[src/rtl/adder_vector_recorder_if.sv]
// Bundles the capture, drain and status signals of adder_vector_recorder.
//
// Parameters:
//   VEC_W   width of one packed vector {a,b,cin,s_exp,cout_exp}
//   ADDR_W  buffer pointer width; count is ADDR_W+1 bits so it can reach DEPTH
//
// Signals (direction seen from the recorder, i.e. the slave modport):
//   arm        in   start a capture session
//   stop       in   end capture early
//   cap_valid  in   cap_vec is valid this cycle
//   cap_vec    in   vector to record
//   out_valid  out  out_vec holds a buffered vector
//   out_ready  in   consumer accepts out_vec
//   out_vec    out  buffered vector, oldest first
//   out_last   out  out_vec is the final buffered vector
//   count      out  vectors captured in the current session
//   full       out  count == DEPTH
//   busy       out  recorder is not idle
//   overflow   out  sticky: a capture was lost while draining
//
// master: the side that drives stimulus and consumes the drained stream.
// slave:  the recorder itself.
interface adder_vector_recorder_if #(
  parameter int VEC_W  = 5,
  parameter int ADDR_W = 3
);
  logic              arm;
  logic              stop;
  logic              cap_valid;
  logic [VEC_W-1:0]  cap_vec;
  logic              out_valid;
  logic              out_ready;
  logic [VEC_W-1:0]  out_vec;
  logic              out_last;
  logic [ADDR_W:0]   count;
  logic              full;
  logic              busy;
  logic              overflow;

  modport master (
    output arm, stop, cap_valid, cap_vec, out_ready,
    input  out_valid, out_vec, out_last, count, full, busy, overflow
  );

  modport slave (
    input  arm, stop, cap_valid, cap_vec, out_ready,
    output out_valid, out_vec, out_last, count, full, busy, overflow
  );
endinterface

[src/rtl/adder_vector_recorder.sv]
// On-chip recorder for adder stimulus/response vectors {a,b,cin,s,cout}.
// Vectors are captured into a small register file during a session, then
// streamed out oldest-first over a valid/ready port. Each output word has the
// layout of one adder.tv line.
//
// Parameters:
//   VEC_W   vector width (5)
//   DEPTH   buffer entries, power of two >= 2 (8)
//   ADDR_W  pointer width, $clog2(DEPTH) (3)
//
// Ports:
//   clk  clock, all state changes on posedge
//   rst  synchronous active-high reset
//   bus  adder_vector_recorder_if.slave (capture inputs, drain stream, status)
//
// Optional feature macro: REC_DEDUP_EN
//   When defined, a capture equal to the previously written vector of the
//   same session is dropped. When undefined no compare logic exists.
module adder_vector_recorder #(
  parameter int VEC_W  = 5,
  parameter int DEPTH  = 8,
  parameter int ADDR_W = 3
) (
  input  logic                    clk,
  input  logic                    rst,
  adder_vector_recorder_if.slave  bus
);

  typedef enum logic [1:0] {IDLE, CAPT, DRAIN} state_t;

  localparam logic [ADDR_W:0] DEPTH_C = (ADDR_W+1)'(DEPTH);
  localparam logic [ADDR_W:0] ONE_C   = (ADDR_W+1)'(1);

  state_t             state;
  state_t             state_nxt;
  logic [VEC_W-1:0]   mem [DEPTH];
  logic [ADDR_W-1:0]  wr_ptr;
  logic [ADDR_W-1:0]  rd_ptr;
  logic [ADDR_W:0]    count;
  logic               overflow;
  logic               wr_en;
  logic [ADDR_W:0]    count_after_wr;
  logic               out_valid;
  logic               out_last;
  logic               xfer;

  // Write qualification. With dedup, the last written vector sits just
  // behind wr_ptr, so no separate shadow register is needed.
  always_comb begin
    wr_en = 1'b0;
    if (state == CAPT && bus.cap_valid) begin
`ifdef REC_DEDUP_EN
      wr_en = (count == '0) || (bus.cap_vec != mem[wr_ptr - ADDR_W'(1)]);
`else
      wr_en = 1'b1;
`endif
    end
  end

  // A same-cycle capture counts before stop is evaluated.
  assign count_after_wr = count + {{ADDR_W{1'b0}}, wr_en};

  always_ff @(posedge clk) begin
    if (rst) state <= IDLE;
    else     state <= state_nxt;
  end

  always_comb begin
    state_nxt = state;
    case (state)
      IDLE:    if (bus.arm) state_nxt = CAPT;
      CAPT: begin
        if (count_after_wr == DEPTH_C)
          state_nxt = DRAIN;
        else if (bus.stop)
          state_nxt = (count_after_wr != '0) ? DRAIN : IDLE;
      end
      DRAIN:   if (xfer && out_last) state_nxt = IDLE;
      default: state_nxt = IDLE;
    endcase
  end

  // count is never zero in DRAIN, so count-1 cannot wrap there.
  always_comb begin
    out_valid = (state == DRAIN);
    out_last  = out_valid && ({1'b0, rd_ptr} == (count - ONE_C));
    xfer      = out_valid && bus.out_ready;
  end

  assign bus.out_valid = out_valid;
  assign bus.out_last  = out_last;
  assign bus.out_vec   = mem[rd_ptr];
  assign bus.count     = count;
  assign bus.full      = (count == DEPTH_C);
  assign bus.busy      = (state != IDLE);
  assign bus.overflow  = overflow;

  // Pointers, count and overflow. count is left untouched after a session
  // so software can read how much was captured until the next arm.
  always_ff @(posedge clk) begin
    if (rst) begin
      wr_ptr   <= '0;
      rd_ptr   <= '0;
      count    <= '0;
      overflow <= 1'b0;
    end else begin
      case (state)
        IDLE: begin
          if (bus.arm) begin
            wr_ptr   <= '0;
            count    <= '0;
            overflow <= 1'b0;
          end
        end
        CAPT: begin
          rd_ptr <= '0;
          if (wr_en) begin
            wr_ptr <= wr_ptr + ADDR_W'(1);
            count  <= count_after_wr;
          end
        end
        DRAIN: begin
          if (bus.cap_valid) overflow <= 1'b1;
          if (xfer) rd_ptr <= rd_ptr + ADDR_W'(1);
        end
        default: ;
      endcase
    end
  end

  // Buffer storage is intentionally not reset.
  always_ff @(posedge clk) begin
    if (wr_en) mem[wr_ptr] <= bus.cap_vec;
  end

endmodule

[src/flat_wrapper.sv]
// flat-port wrapper written by rule: the top's interface ports become plain ports
module adder_vector_recorder_flat 
#(
  parameter int VEC_W  = 5,
  parameter int DEPTH  = 8,
  parameter int ADDR_W = 3
)
  (clk, rst, bus_arm, bus_stop, bus_cap_valid, bus_cap_vec, bus_out_ready, bus_out_valid, bus_out_vec, bus_out_last, bus_count, bus_full, bus_busy, bus_overflow);
  adder_vector_recorder_if #(.VEC_W(VEC_W), .ADDR_W(ADDR_W)) bus_i ();
  input  logic clk;
  input  logic rst;
  input wire logic [$bits(bus_i.arm)-1:0] bus_arm;
  input wire logic [$bits(bus_i.stop)-1:0] bus_stop;
  input wire logic [$bits(bus_i.cap_valid)-1:0] bus_cap_valid;
  input wire logic [$bits(bus_i.cap_vec)-1:0] bus_cap_vec;
  input wire logic [$bits(bus_i.out_ready)-1:0] bus_out_ready;
  output wire logic [$bits(bus_i.out_valid)-1:0] bus_out_valid;
  output wire logic [$bits(bus_i.out_vec)-1:0] bus_out_vec;
  output wire logic [$bits(bus_i.out_last)-1:0] bus_out_last;
  output wire logic [$bits(bus_i.count)-1:0] bus_count;
  output wire logic [$bits(bus_i.full)-1:0] bus_full;
  output wire logic [$bits(bus_i.busy)-1:0] bus_busy;
  output wire logic [$bits(bus_i.overflow)-1:0] bus_overflow;
  assign bus_i.arm = bus_arm;
  assign bus_i.stop = bus_stop;
  assign bus_i.cap_valid = bus_cap_valid;
  assign bus_i.cap_vec = bus_cap_vec;
  assign bus_i.out_ready = bus_out_ready;
  assign bus_out_valid = bus_i.out_valid;
  assign bus_out_vec = bus_i.out_vec;
  assign bus_out_last = bus_i.out_last;
  assign bus_count = bus_i.count;
  assign bus_full = bus_i.full;
  assign bus_busy = bus_i.busy;
  assign bus_overflow = bus_i.overflow;
  adder_vector_recorder #(.VEC_W(VEC_W), .DEPTH(DEPTH), .ADDR_W(ADDR_W)) u_core (.clk(clk), .rst(rst), .bus(bus_i));
endmodule
[config.mk]
export PLATFORM = sky130hd
export DESIGN_NAME = adder_vector_recorder_flat
export DESIGN_NICKNAME = d
export VERILOG_FILES = /design/src/rtl/adder_vector_recorder_if.sv /design/src/rtl/adder_vector_recorder.sv /design/src/flat_wrapper.sv
export SDC_FILE = /design/constraint.sdc
export NUM_CORES = 1
export LEC_CHECK = 0
export ABC_AREA = 1
export BUFFER_PORTS_ARGS = -buffer_cell sky130_fd_sc_hd__buf_4
export CAP_MARGIN = 20
export CORE_MARGIN = 2
export CORE_UTILIZATION = 62
export CTS_CLUSTER_SIZE = 10
export DETAILED_ROUTE_END_ITERATION = 8
export PLACE_DENSITY = 0.88
export SLEW_MARGIN = 25
export SYNTH_ARGS = -nofsm -noshare
export SYNTH_HDL_FRONTEND = slang
export SYNTH_SLANG_ARGS = --single-unit
[constraint.sdc]
create_clock -name clk -period 3.6 [get_ports clk]
set_clock_uncertainty 0.15 [all_clocks]
set_input_delay 0.72 -clock clk [delete_from_list [all_inputs] [get_ports clk]]
set_output_delay 0.72 -clock clk [all_outputs]
set_load 0.005 [all_outputs]
* After elaboration in Yosys (flattened, before gate mapping)
Memories as Yosys holds them, arrays and structs flattened. A register that Yosys moved wholly into a read port is not among the register bits.
Cells that the tools add are included.
** Operators by class
- Add/sub/neg operators :: 4
- Equal/unequal tests :: 11
- Mux-type cells :: 22
- Reduce and logical (&&, ||, !) cells :: 14
** Operator list (number)
- two-way mux 3 bit :: 5
- case mux 3 bit (2 select lines) :: 2
- two-way mux 2 bit :: 5
- AND reduction 3 bit :: 3
- == test 4 bit (second input constant) :: 2
- two-way mux 4 bit :: 2
- case mux 4 bit (2 select lines) :: 1
- nonzero test 2 bit :: 4
- adder 3 x 1 -> 3 bit (second input constant) :: 2
- inequality test 2 x 1 -> 1 bit (second input constant) :: 3
- case mux 2 bit (3 select lines) :: 1
- two-way mux 1 bit :: 5
- adder 4 x 1 -> 4 bit :: 1
- == test 3 x 4 -> 1 bit :: 1
- logical AND 1 bit :: 4
- inequality test 2 bit (second input constant) :: 2
- nonzero test 4 bit :: 1
- subtractor 4 x 1 -> 4 bit (second input constant) :: 1
- inequality test 3 bit (second input constant) :: 1
- == test 2 x 1 -> 1 bit (second input constant) :: 1
- == test 2 bit (second input constant) :: 1
- zero test 2 bit :: 1
- case mux 1 bit (2 select lines) :: 1
- AND reduction 2 bit :: 1
** Storage, ports and cells
- Bits in registers :: 13
- Bits in writable memories :: 40
- Input port bits :: 11
- Output and inout bits :: 14
- Memories :: 1
** Memory list
- u_core.mem :: depth 8, bits a word 5, rd ports 1, clocked after memory_dff 1, wr ports 1, line adder_vector_recorder.sv:36 : logic [VEC_W-1:0] mem [DEPTH];

* Longest topological paths before layout
- Depth after elaboration :: 9
- Depth in mapped cells :: 15
- Gate-level depth less buffers :: 15

* Least setup slack after synthesis
OpenSTA, ideal clock, no wires.
- Path type :: input to register
- From :: input bus_cap_valid
- To :: register u_core.state[1]
- Setup time :: 0.116 ns
- Data arrival time :: 1.946 ns
- Required time :: 3.334 ns
- Setup slack :: 1.388 ns
- Stages :: 12
- Path through :: nand2_1 inv_2 ha_1 ha_1 nor2_1 inv_1 nor2_2 nand2_1 nand2_2 nand2_1 nor2_1 a21oi_2
** Between the ends
- Word-level cells in the longest chain between the ends :: 8
- Elaborated cells on any way between the ends :: 11
- Those cells by class :: add/sub (1); eq/ne (2); mux (5); reduce/logical (3)
** RTL lines
- start: declaration :: line flat_wrapper.sv:14 : input wire logic [$bits(bus_i.cap_valid)-1:0] bus_cap_valid;
- logical AND 1 bit * :: line adder_vector_recorder.sv:51 : if (state == CAPT && bus.cap_valid) begin
- two-way mux 1 bit * :: line adder_vector_recorder.sv:51
- adder 4 x 1 -> 4 bit * :: line adder_vector_recorder.sv:61 : assign count_after_wr = count + {{ADDR_W{1'b0}}, wr_en};
- nonzero test 4 bit :: line adder_vector_recorder.sv:76 : state_nxt = (count_after_wr != '0) ? DRAIN : IDLE;
- two-way mux 2 bit :: line adder_vector_recorder.sv:76
- two-way mux 2 bit :: line adder_vector_recorder.sv:75 : else if (bus.stop)
- two-way mux 2 bit :: line adder_vector_recorder.sv:73 : if (count_after_wr == DEPTH_C)
- case mux 2 bit (3 select lines) :: line adder_vector_recorder.sv:70 : case (state)
- end signal: assignment :: line adder_vector_recorder.sv:65 : else state <= state_nxt;
- end: declaration :: line adder_vector_recorder.sv:34 : state_t state;
Every way passes the cells marked *; elsewhere a longest branch is shown, timed or not. The select of a mux whose other input is x is not followed.
A chain may end at the register's enable or synchronous reset.

==> flow_summary.toml <==
[timing]
setup_violations = 0
setup_ws_ns = 0.785
worst_pin_slew_ns = 0.646
fin_setup_tns_ns = 0
hold_violations = 0
fin_crit_ns = 2.81
max_freq_ghz = 0.355
hold_slack_ns = 0.369
slew_headroom_pct = 56.8
slew_viol_final = 0
fin_crit_sh_pct = 78.2
grt_setup_unrepaired = "false"

[routing]
drt-initial-drc-count = 164
firstDrtPassIters = 4
wl_per_cell_microns = 16.0
drc = 0
wl_microns = 5190
antenna_left = 0
via_count = 1869
via_per_inst = 5.75

[clock_tree]
cts_tree = "done"
cts_hold_buf = 0
post_cts_buffers = 0
cts_buffers = 5
cts_sinks = 56
htreeDepth = 2
cts-root-buf = "clkbuf_8"
clk_latency_ns = 0.30
cts.reportedPaths.clkPinSlew_ns = 0.09
cts_resized = 0
cts_max_path_buffers = 2

[place]
hpwl_microns = 3610
portBuffers = 24
post-place-ws_ns = 1.14
place_congestion = 0.892

[layout]
num_antenna_cells = 0
syn_to_final_growth_pct = 12.0
fin_nets = 293
drive_gt1_share_pct = 17.7

[pwr]
p_leak_nw = 1.08
powerDensity_mw_per_mm2 = 411
vdd_ir_drop_max_uv = 314

[critical_path]
path_max_fanout = 21
path_class = "flip-flop to primary output"
start_kind = "flip-flop"
cp.arrival_ns = 1.94
end_kind = "primary output"
cp.required_ns = 2.73
ff2ff_setup_slack_ns = 1.40

[hold_path]
hp-class = "flip-flop to flip-flop"

[global_routing]
antenna_found_initial = 0
grt_use_total_pct = 25.6
grt_overflow_total = 0
grt_pass1_vias = 1749
grt_pass1_wl_microns = 8220
grt_max_degree = 22

[floorplanning]
die_w_microns = 67.1
start_util_pct = 65.8
dieArea_sq_mm = 0.00450
core_area_sq_mm = 0.00374
die_y_microns = 67.1
rows = 22
ios = 25

[synthesis]
syn_area_sq_mm = 0.00246
ys_ff_latch = 56
yosysWarnings = 0
seq_area_frac_synth_pct = 61.7
syn_nets = 269
syn_avg_cell_area_sq_um = 9.78
synth_cell_type_count = 26
synthCells = 252

[job]
drv_cap = 0

[outcome]
status = "completed"
-- Yosys cell counts (all sizes together) --
| cell | instances | area (sq um) |
|---|---|---|
| a21oi | 11 | 58.8 |
| o32ai | 10 | 87.6 |
| ha | 6 | 75.1 |
| buf | 3 | 17.5 |
| xnor2 | 1 | 8.76 |
| and3 | 1 | 6.26 |
| o211ai | 1 | 7.51 |
| edfxtp | 40 | 1200 |
| a31oi | 1 | 6.26 |
| a211oi | 1 | 7.51 |
| dfxtp | 16 | 320 |
| a22oi | 1 | 7.51 |
| nand2 | 61 | 246 |
| nand4 | 2 | 12.5 |
| nor2 | 52 | 210 |
| o21ai | 10 | 50.1 |
| inv | 22 | 82.6 |
| clkbuf | 5 | 18.8 |
| nand3 | 8 | 40.0 |
-- through the flow --
stage / total power [mW] / utilization [%] / area (sq um) / std cells
2_1_floorplan: 0.776 / - / 2460 / 252
3_3_place_gp: 0.814 / 71.5 / 2680 / 317
3_5_place_dp: 0.818 / 71.5 / 2680 / 317
4_1_cts: 1.14 / 73.8 / 2760 / 325
5_1_grt: 1.18 / 73.8 / 2760 / 325
6_report: 1.14 / 73.8 / 2760 / 325
-- critical path, stage by stage (launching register included) --
cell	delay, ns
dfxtp_1	0.31
buf_4	0.19
inv_1	0.44
nor2_1	0.08
o32ai_1	0.27
nand2_1	0.13
nand2_1	0.10
buf_4	0.11
-- layout make-up --
cell class              instances  area [sq um]
flip-flops and latches         56          1520
inverters                      22          82.6
fillers                       281           982
clock inverters                 2          12.5
multi-input cells             166           825
clock buffers                   6          72.6
well taps                      48          60.1
repair buffers                 25           188
-- cells in the final DEF (no fill, tap or decap), types with 2 or more instances in the layout --
cell type and n:
nand2_1 56, nor2_1 48, edfxtp_1 40, buf_4 25, dfxtp_1 16, inv_1 15, o21ai_0 10, o32ai_1 10
a21oi_1 10, nand3_1 8, inv_2 7, ha_1 6, clkbuf_8 5, nand2_2 4, nor2_2 3, nand4_1 2
-- final timing paths --
check,startpoint,to,cells past startpoint
max,flip-flop,bus_out_vec[1],7
min,u_core.wr_ptr[0]$_SDFFE_PP0P_,u_core.wr_ptr[0]$_SDFFE_PP0P_,2
max reg2reg,u_core.state[0]$_SDFFE_PP0P_,u_core.state[1]$_SDFFE_PP0P_,14
min reg2reg,u_core.wr_ptr[0]$_SDFFE_PP0P_,u_core.wr_ptr[0]$_SDFFE_PP0P_,2
-- flip-flops by register name (all words and copies together) (netlist names), named ones only --
register,flops
u_core.bus.count,4
u_core.bus.overflow,1
u_core.mem,40
u_core.rd_ptr,3
u_core.state,2
u_core.wr_ptr,3
-- routing by layer --
layer | wire [microns] | part of all wire [%] | track usage (%) | vias up
met5 | 0 | 0 | 0 | -
met4 | 54 | 1.0 | 8.93 | 0
met3 | 275 | 5.3 | 5.91 | 6
met2 | 2630 | 51 | 40.3 | 62
met1 | 2220 | 43 | 34.7 | 902
li1 | - | - | - | 899
-- logic make-up (layout without fill, tap and decap cells) --
logic type	count (synthesis)	count (layout)	share of synthesized area, %
buffers and inverters	30	55	4.82
AND/OR/NAND/NOR	124	124	20.9
adder cells (fa/ha/maj)	6	6	3.05
flip-flops	56	56	61.7
AO/OA/AOI/OAI	35	35	9.14
XOR/XNOR	1	1	0.355
-- power breakdown --
| group | internal (mW) | leakage [nW] | switching [mW] |
|---|---|---|---|
| registers | 0.697 | 0.490 | 0.00635 |
| logic | 0.0392 | 0.551 | 0.0630 |
| clock network | 0.136 | 0.0412 | 0.195 |
| total | 0.872 | 1.08 | 0.264 |
Note: power is estimated with default switching activity, not from simulation.
